`config.mk`:
```
export PLATFORM = sky130hd
export DESIGN_NAME = uart_tx_fifo
export DESIGN_NICKNAME = d
export VERILOG_FILES = /design/src/rtl/uart_pkg.sv /design/src/rtl/byte_fifo.sv /design/src/rtl/uart_tx_fifo.sv
export SDC_FILE = /design/constraint.sdc
export NUM_CORES = 1
export LEC_CHECK = 0
export ABC_AREA = 0
export ABC_CLOCK_PERIOD_IN_PS = 7600
export CAP_MARGIN = 30
export CELL_PAD_IN_SITES_DETAIL_PLACEMENT = 0
export CELL_PAD_IN_SITES_GLOBAL_PLACEMENT = 2
export CORE_UTILIZATION = 50
export CTS_CLUSTER_SIZE = 20
export DETAILED_ROUTE_END_ITERATION = 8
export PLACE_DENSITY_LB_ADDON = 0.05
export SYNTH_ARGS = -nofsm -noshare
export SYNTH_HDL_FRONTEND = slang
export SYNTH_SLANG_ARGS = --single-unit
export TNS_END_PERCENT = 10
```
`constraint.sdc`:
```
create_clock -name clk -period 7.6 [get_ports clk]
set_input_delay 1.14 -clock clk [delete_from_list [all_inputs] [get_ports clk]]
set_output_delay 1.14 -clock clk [all_outputs]
set_load 0.02 [all_outputs]
```
`src/rtl/uart_pkg.sv`:
```
// Shared types and constants for the UART transmit-side FIFO.
//   tx_state_t          drain controller states (IDLE, START, WAIT)
//   UART_TX_FIFO_DEPTH  default number of queued bytes
//   BYTE_W              width of one UART byte
package uart_pkg;

    localparam int unsigned UART_TX_FIFO_DEPTH = 16;
    localparam int unsigned BYTE_W             = 8;

    typedef enum logic [1:0] {
        IDLE,
        START,
        WAIT
    } tx_state_t;

endpackage

```
`src/rtl/byte_fifo.sv`:
```
// Byte FIFO with wrap-bit pointers and a sticky overflow flag.
// Ports:
//   clk, rst     rising-edge clock, asynchronous active-high reset
//   push         push strobe; push_data is stored when not full
//   push_data    byte to store
//   pop          pop strobe; advances the read pointer when not empty
//   head_data    byte at the read pointer (combinational)
//   full, empty  occupancy flags (combinational from the pointers)
//   count        occupancy 0..DEPTH (combinational from the pointers)
//   overflow     sticky; set when a push arrives while full
module byte_fifo
    import uart_pkg::*;
#(
    parameter int unsigned DEPTH  = UART_TX_FIFO_DEPTH,
    parameter int unsigned ADDR_W = 4
) (
    input  logic              clk,
    input  logic              rst,
    input  logic              push,
    input  logic [BYTE_W-1:0] push_data,
    input  logic              pop,
    output logic [BYTE_W-1:0] head_data,
    output logic              full,
    output logic              empty,
    output logic [ADDR_W:0]   count,
    output logic              overflow
);

    localparam logic [ADDR_W:0] PTR_ONE = {{ADDR_W{1'b0}}, 1'b1};

    logic [BYTE_W-1:0] mem [DEPTH];
    logic [ADDR_W:0]   wr_ptr;
    logic [ADDR_W:0]   rd_ptr;

    // Extra MSB on each pointer distinguishes full from empty when the
    // address bits match.
    assign full      = (wr_ptr[ADDR_W] != rd_ptr[ADDR_W]) &&
                       (wr_ptr[ADDR_W-1:0] == rd_ptr[ADDR_W-1:0]);
    assign empty     = (wr_ptr == rd_ptr);
    assign count     = wr_ptr - rd_ptr;
    assign head_data = mem[rd_ptr[ADDR_W-1:0]];

    // Storage is deliberately not reset.
    always_ff @(posedge clk) begin
        if (push && !full) begin
            mem[wr_ptr[ADDR_W-1:0]] <= push_data;
        end
    end

    always_ff @(posedge clk or posedge rst) begin
        if (rst) begin
            wr_ptr   <= '0;
            rd_ptr   <= '0;
            overflow <= 1'b0;
        end else begin
            // full is taken from the current pointers, so a push during a
            // pop from a full FIFO is still dropped.
            if (push) begin
                if (full) begin
                    overflow <= 1'b1;
                end else begin
                    wr_ptr <= wr_ptr + PTR_ONE;
                end
            end
            if (pop && !empty) begin
                rd_ptr <= rd_ptr + PTR_ONE;
            end
        end
    end

endmodule

```
`src/rtl/uart_tx_fifo.sv`:
```
// Byte queue plus drain controller feeding a UART transmitter.
// Ports:
//   clk, rst      rising-edge clock, asynchronous active-high reset
//   wr_en         push strobe, one byte per cycle
//   wr_data       byte to push
//   full, empty   FIFO occupancy flags
//   count         FIFO occupancy 0..DEPTH
//   overflow      sticky, a push was dropped while full
//   enable_tx     one-cycle start pulse to the UART
//   tx_data       byte for the UART, held from start until the next start
//   tx_done       one-cycle pulse from the UART at end of stop bit
module uart_tx_fifo
    import uart_pkg::*;
#(
    parameter int unsigned DEPTH  = UART_TX_FIFO_DEPTH,
    parameter int unsigned ADDR_W = 4
) (
    input  logic              clk,
    input  logic              rst,
    input  logic              wr_en,
    input  logic [BYTE_W-1:0] wr_data,
    output logic              full,
    output logic              empty,
    output logic [ADDR_W:0]   count,
    output logic              overflow,
    output logic              enable_tx,
    output logic [BYTE_W-1:0] tx_data,
    input  logic              tx_done
);

    tx_state_t         state;
    logic [BYTE_W-1:0] head_data;
    logic              pop;

    // The head byte stays in the FIFO while the UART shifts it out; it is
    // only released once the UART reports completion.
    assign pop = (state == WAIT) && tx_done;

    byte_fifo #(
        .DEPTH (DEPTH),
        .ADDR_W(ADDR_W)
    ) u_fifo (
        .clk      (clk),
        .rst      (rst),
        .push     (wr_en),
        .push_data(wr_data),
        .pop      (pop),
        .head_data(head_data),
        .full     (full),
        .empty    (empty),
        .count    (count),
        .overflow (overflow)
    );

    always_ff @(posedge clk or posedge rst) begin
        if (rst) begin
            state     <= IDLE;
            enable_tx <= 1'b0;
            tx_data   <= '0;
        end else begin
            case (state)
                IDLE: begin
                    if (!empty) begin
                        tx_data   <= head_data;
                        enable_tx <= 1'b1;
                        state     <= START;
                    end
                end
                START: begin
                    enable_tx <= 1'b0;
                    state     <= WAIT;
                end
                WAIT: begin
                    if (tx_done) begin
                        state <= IDLE;
                    end
                end
                default: begin
                    enable_tx <= 1'b0;
                    state     <= IDLE;
                end
            endcase
        end
    end

endmodule

```
==> flow_summary_export.csv <==
group,metric,value,unit
power_and_ir_drop,powerDensity,412,mW/mm2
cts,cts_buffers,17,
power_and_ir_drop,seq_power_share,37.8,%
final_layout,register_area,0.00439,mm2
setup_path,max_stage_delay,620,ps
place,routabilityCongestion,0.743,
sta,setup_tns,0,ps
synthesis,synth-seq-area-share,71.8,%
final_layout,syn_to_final_growth,15.6,%
routing,drt_pre_antenna_iters,4,
place,pre_cts_slack,3990,ps
run_status,status,"finished, final reports clean",
setup_path,endpoint_kind,"output port",
routing,via_per_inst,5.61,
synthesis,syn_inst,329,
cts,htree_levels,4,
die,die_area,0.0127,mm2
die,rows,40,
power_and_ir_drop,leakage,2.49,nW
cts,cts_resized,0,
routing,ant_nets,0,
power_and_ir_drop,power,2.91,mW
power_and_ir_drop,clkPwrFrac,26.2,%
synthesis,synth_common_cells,"edfxtp_1 (128), mux4_2 (24), dfrtp_1 (22), nand2_1 (22), nor2_1 (15)",
place,dp_hpwl,7.84,mm
global_routing,grt_pass1_wl,18.3,mm
cts,holdBufCountCts,0,
global_routing,track_usage,21.0,%
final_layout,multiInputGateArea,0.00157,mm2
final_layout,fin_util,59.1,%
sta,grt_setup_unrepaired,"no",
place,place.port_buffers,28,
die,io_pins,29,
synthesis,synth_nets,351,
die,start_util,51.2,%
sta,hold_viol,0,
final_layout,final_nets,390,
sta,setup_ws,3570,ps
cts,clk_pin_slew,60,ps
final_layout,layout-drive-gt1-share,17.4,%
synthesis,netlist.top_cell.by_area,"edfxtp_1",
synthesis,netlist.area_leader.share,62.8,%
routing,wl,12.0,mm
routing,drc,0,
synthesis,yosysWarnings,0,
synthesis,ys_async_sr_fraction,14.7,%
setup_path,critPathRequiredTime,6460,ps
global_routing,grt_pass1_vias,3038,
synthesis,synth_most_common_cell,"edfxtp_1",
synthesis,ys.flop_type,"edfxtp_1",
setup_path,crit_type,"reg -> out",
die,die_w,113,um
cts,tritoncts,"done",
power_and_ir_drop,p_int,1.94,mW
power_and_ir_drop,p_sw,0.969,mW
routing,drt-initial-drc-count,234,
synthesis,synth_edf_count,128,
final_layout,final_area,0.00707,mm2
global_routing,overflow,0,
sta,finalCriticalPeriod,4030,ps
sta,max_slew_margin,43.2,%
final_layout,nFillCells,926,
sta,fmax,0.248,GHz
synthesis,yosys-top-cells-area,"edfxtp_1 (63%), dfrtp_1 (9.0%), mux4_2 (8.8%)",
routing,wl_per_cell,22.7,um
flow_run,drv_cap,0,
power_and_ir_drop,swShare,33.3,%
cts,ctsLongestPathBuffers,2,
setup_path,cp.arrival,2890,ps
cts,cts-root-buf,"clkbuf_16",
cts,worstSkewPairLatency,420,ps
sta,drv_slew,0,
final_layout,antenna_cells,0,
setup_path,setup.worst_path.start_class,"register",
synthesis,netlist_area,0.00612,mm2
die,coreArea,0.0120,mm2
sta,clock_skew,9.04,ps
sta,whs,449,ps
sta,final-setup-viol-count,0,
die,die_y,113,um
place,dpl.cell_count,496,
setup_path,crit_fanout,29,
synthesis,syn_area_per_cell,18.6,um2
routing,vias,2955,
synthesis,ys_ff_latch,150,
global_routing,grt_max_degree,35,
hold_path,hold_path_class,"reg -> reg",
power_and_ir_drop,irDropWorstVdd,169,uV
sta,worstMarginPinSlew,852,ps
setup_path,critical-path-slowest-cell,"clkdlybuf4s50_1",
sta,fin_crit_sh,53.0,%
cts,clock_sinks,150,
setup_path,cp_cell_sequence,"buf_4 > inv_1 > ha_1 > a21o_1 > a21oi_1 > xnor2_1 > clkdlybuf4s50_1",
global_routing,antenna_found_initial,0,
cts,cts_setup_buffers,0,
place,placed_area,0.00653,mm2
synthesis,ys_types,36,
power_and_ir_drop,p_comb_share,36.0,%
final_layout,final_cells,527,
-- layout by cell type (no fill, tap or decap), types with 9 or more instances in the layout --
cell type	instances
dfrtp_1	22
xnor2_1	9
clkdlybuf4s50_1	28
clkbuf_16	17
a21oi_1	10
inv_1	14
nor2_1	15
nand2_1	22
edfxtp_1	128
ha_1	9
nand3_1	10
mux4_2	24
-- registers in the layout (all words and copies together), names as in the netlist --
signal           cells
enable_tx            1
state                2
tx_data              8
u_fifo.mem         128
u_fifo.overflow      1
u_fifo.rd_ptr        5
u_fifo.wr_ptr        5
-- routing by layer --
layer | share of wire [%] | wire (um) | vias up | track usage (%)
li1 | - | - | 1363 | -
met1 | 46 | 5520 | 1502 | 29.2
met2 | 48 | 5720 | 74 | 31.8
met3 | 4.1 | 493 | 16 | 5.18
met4 | 1.8 | 221 | 0 | 9.51
met5 | 0 | 0 | - | 0
-- logic make-up (layout without fill, tap and decap cells) --
family          after synthesis  after routing  synth area share [%]
fa+ha+maj                    10             10                  2.17
simple gates                 59             59                  4.38
buf+inv                      30             81                  2.54
xor+xnor                     12             12                  1.84
flops                       150            150                  71.8
compound gates               27             27                  3.50
mux                          41             41                  13.8
-- worst max-delay path: cells and delay by family, from the launching register on --
kind                     cells  cell delay [ps]
AO/OA/AOI/OAI                2              340
adder cells (fa/ha/maj)      1              390
flip-flops                   1              320
buffers and inverters        3             1270
XOR/XNOR                     1              130
-- area by class of cell --
class                      instances  area share, %
timing repair buffer              35           4.67
sequential                       150           62.1
multi-input combinational        149           22.2
inverter                          15          0.796
clock buffer                      18           6.07
clock inverter                    13           1.54
tap                              147           2.60
-- final timing paths --
check / startpoint / end / slack, ps / cells after the start
min reg2reg: u_fifo.overflow$_DFFE_PP0P_ / u_fifo.overflow$_DFFE_PP0P_ / 450 / 1
max: u_fifo.rd_ptr[1]$_DFFE_PP0P_ / count[3] / 3570 / 7
min in group asynchronous: rst / enable_tx$_DFFE_PP0P_ / 1190 / 2
min: u_fifo.overflow$_DFFE_PP0P_ / u_fifo.overflow$_DFFE_PP0P_ / 450 / 1
max reg2reg: u_fifo.rd_ptr[1]$_DFFE_PP0P_ / u_fifo.mem[2][4]$_DFFE_PP_ / 4270 / 8
max in group asynchronous: rst / tx_data[5]$_DFFE_PP0P_ / 5880 / 2
-- power groups by stage --
stage                     registers (mW)  clock network [mW]  logic (mW)
after detailed placement            1.12                   0        1.06
after global placement              1.11                   0        1.06
after floorplan                     1.12                   0       0.725
after CTS                           1.10               0.774        1.07
final                               1.10               0.763        1.05
after global routing                1.12               0.805        1.14
(Power assumes the default switching activity.)
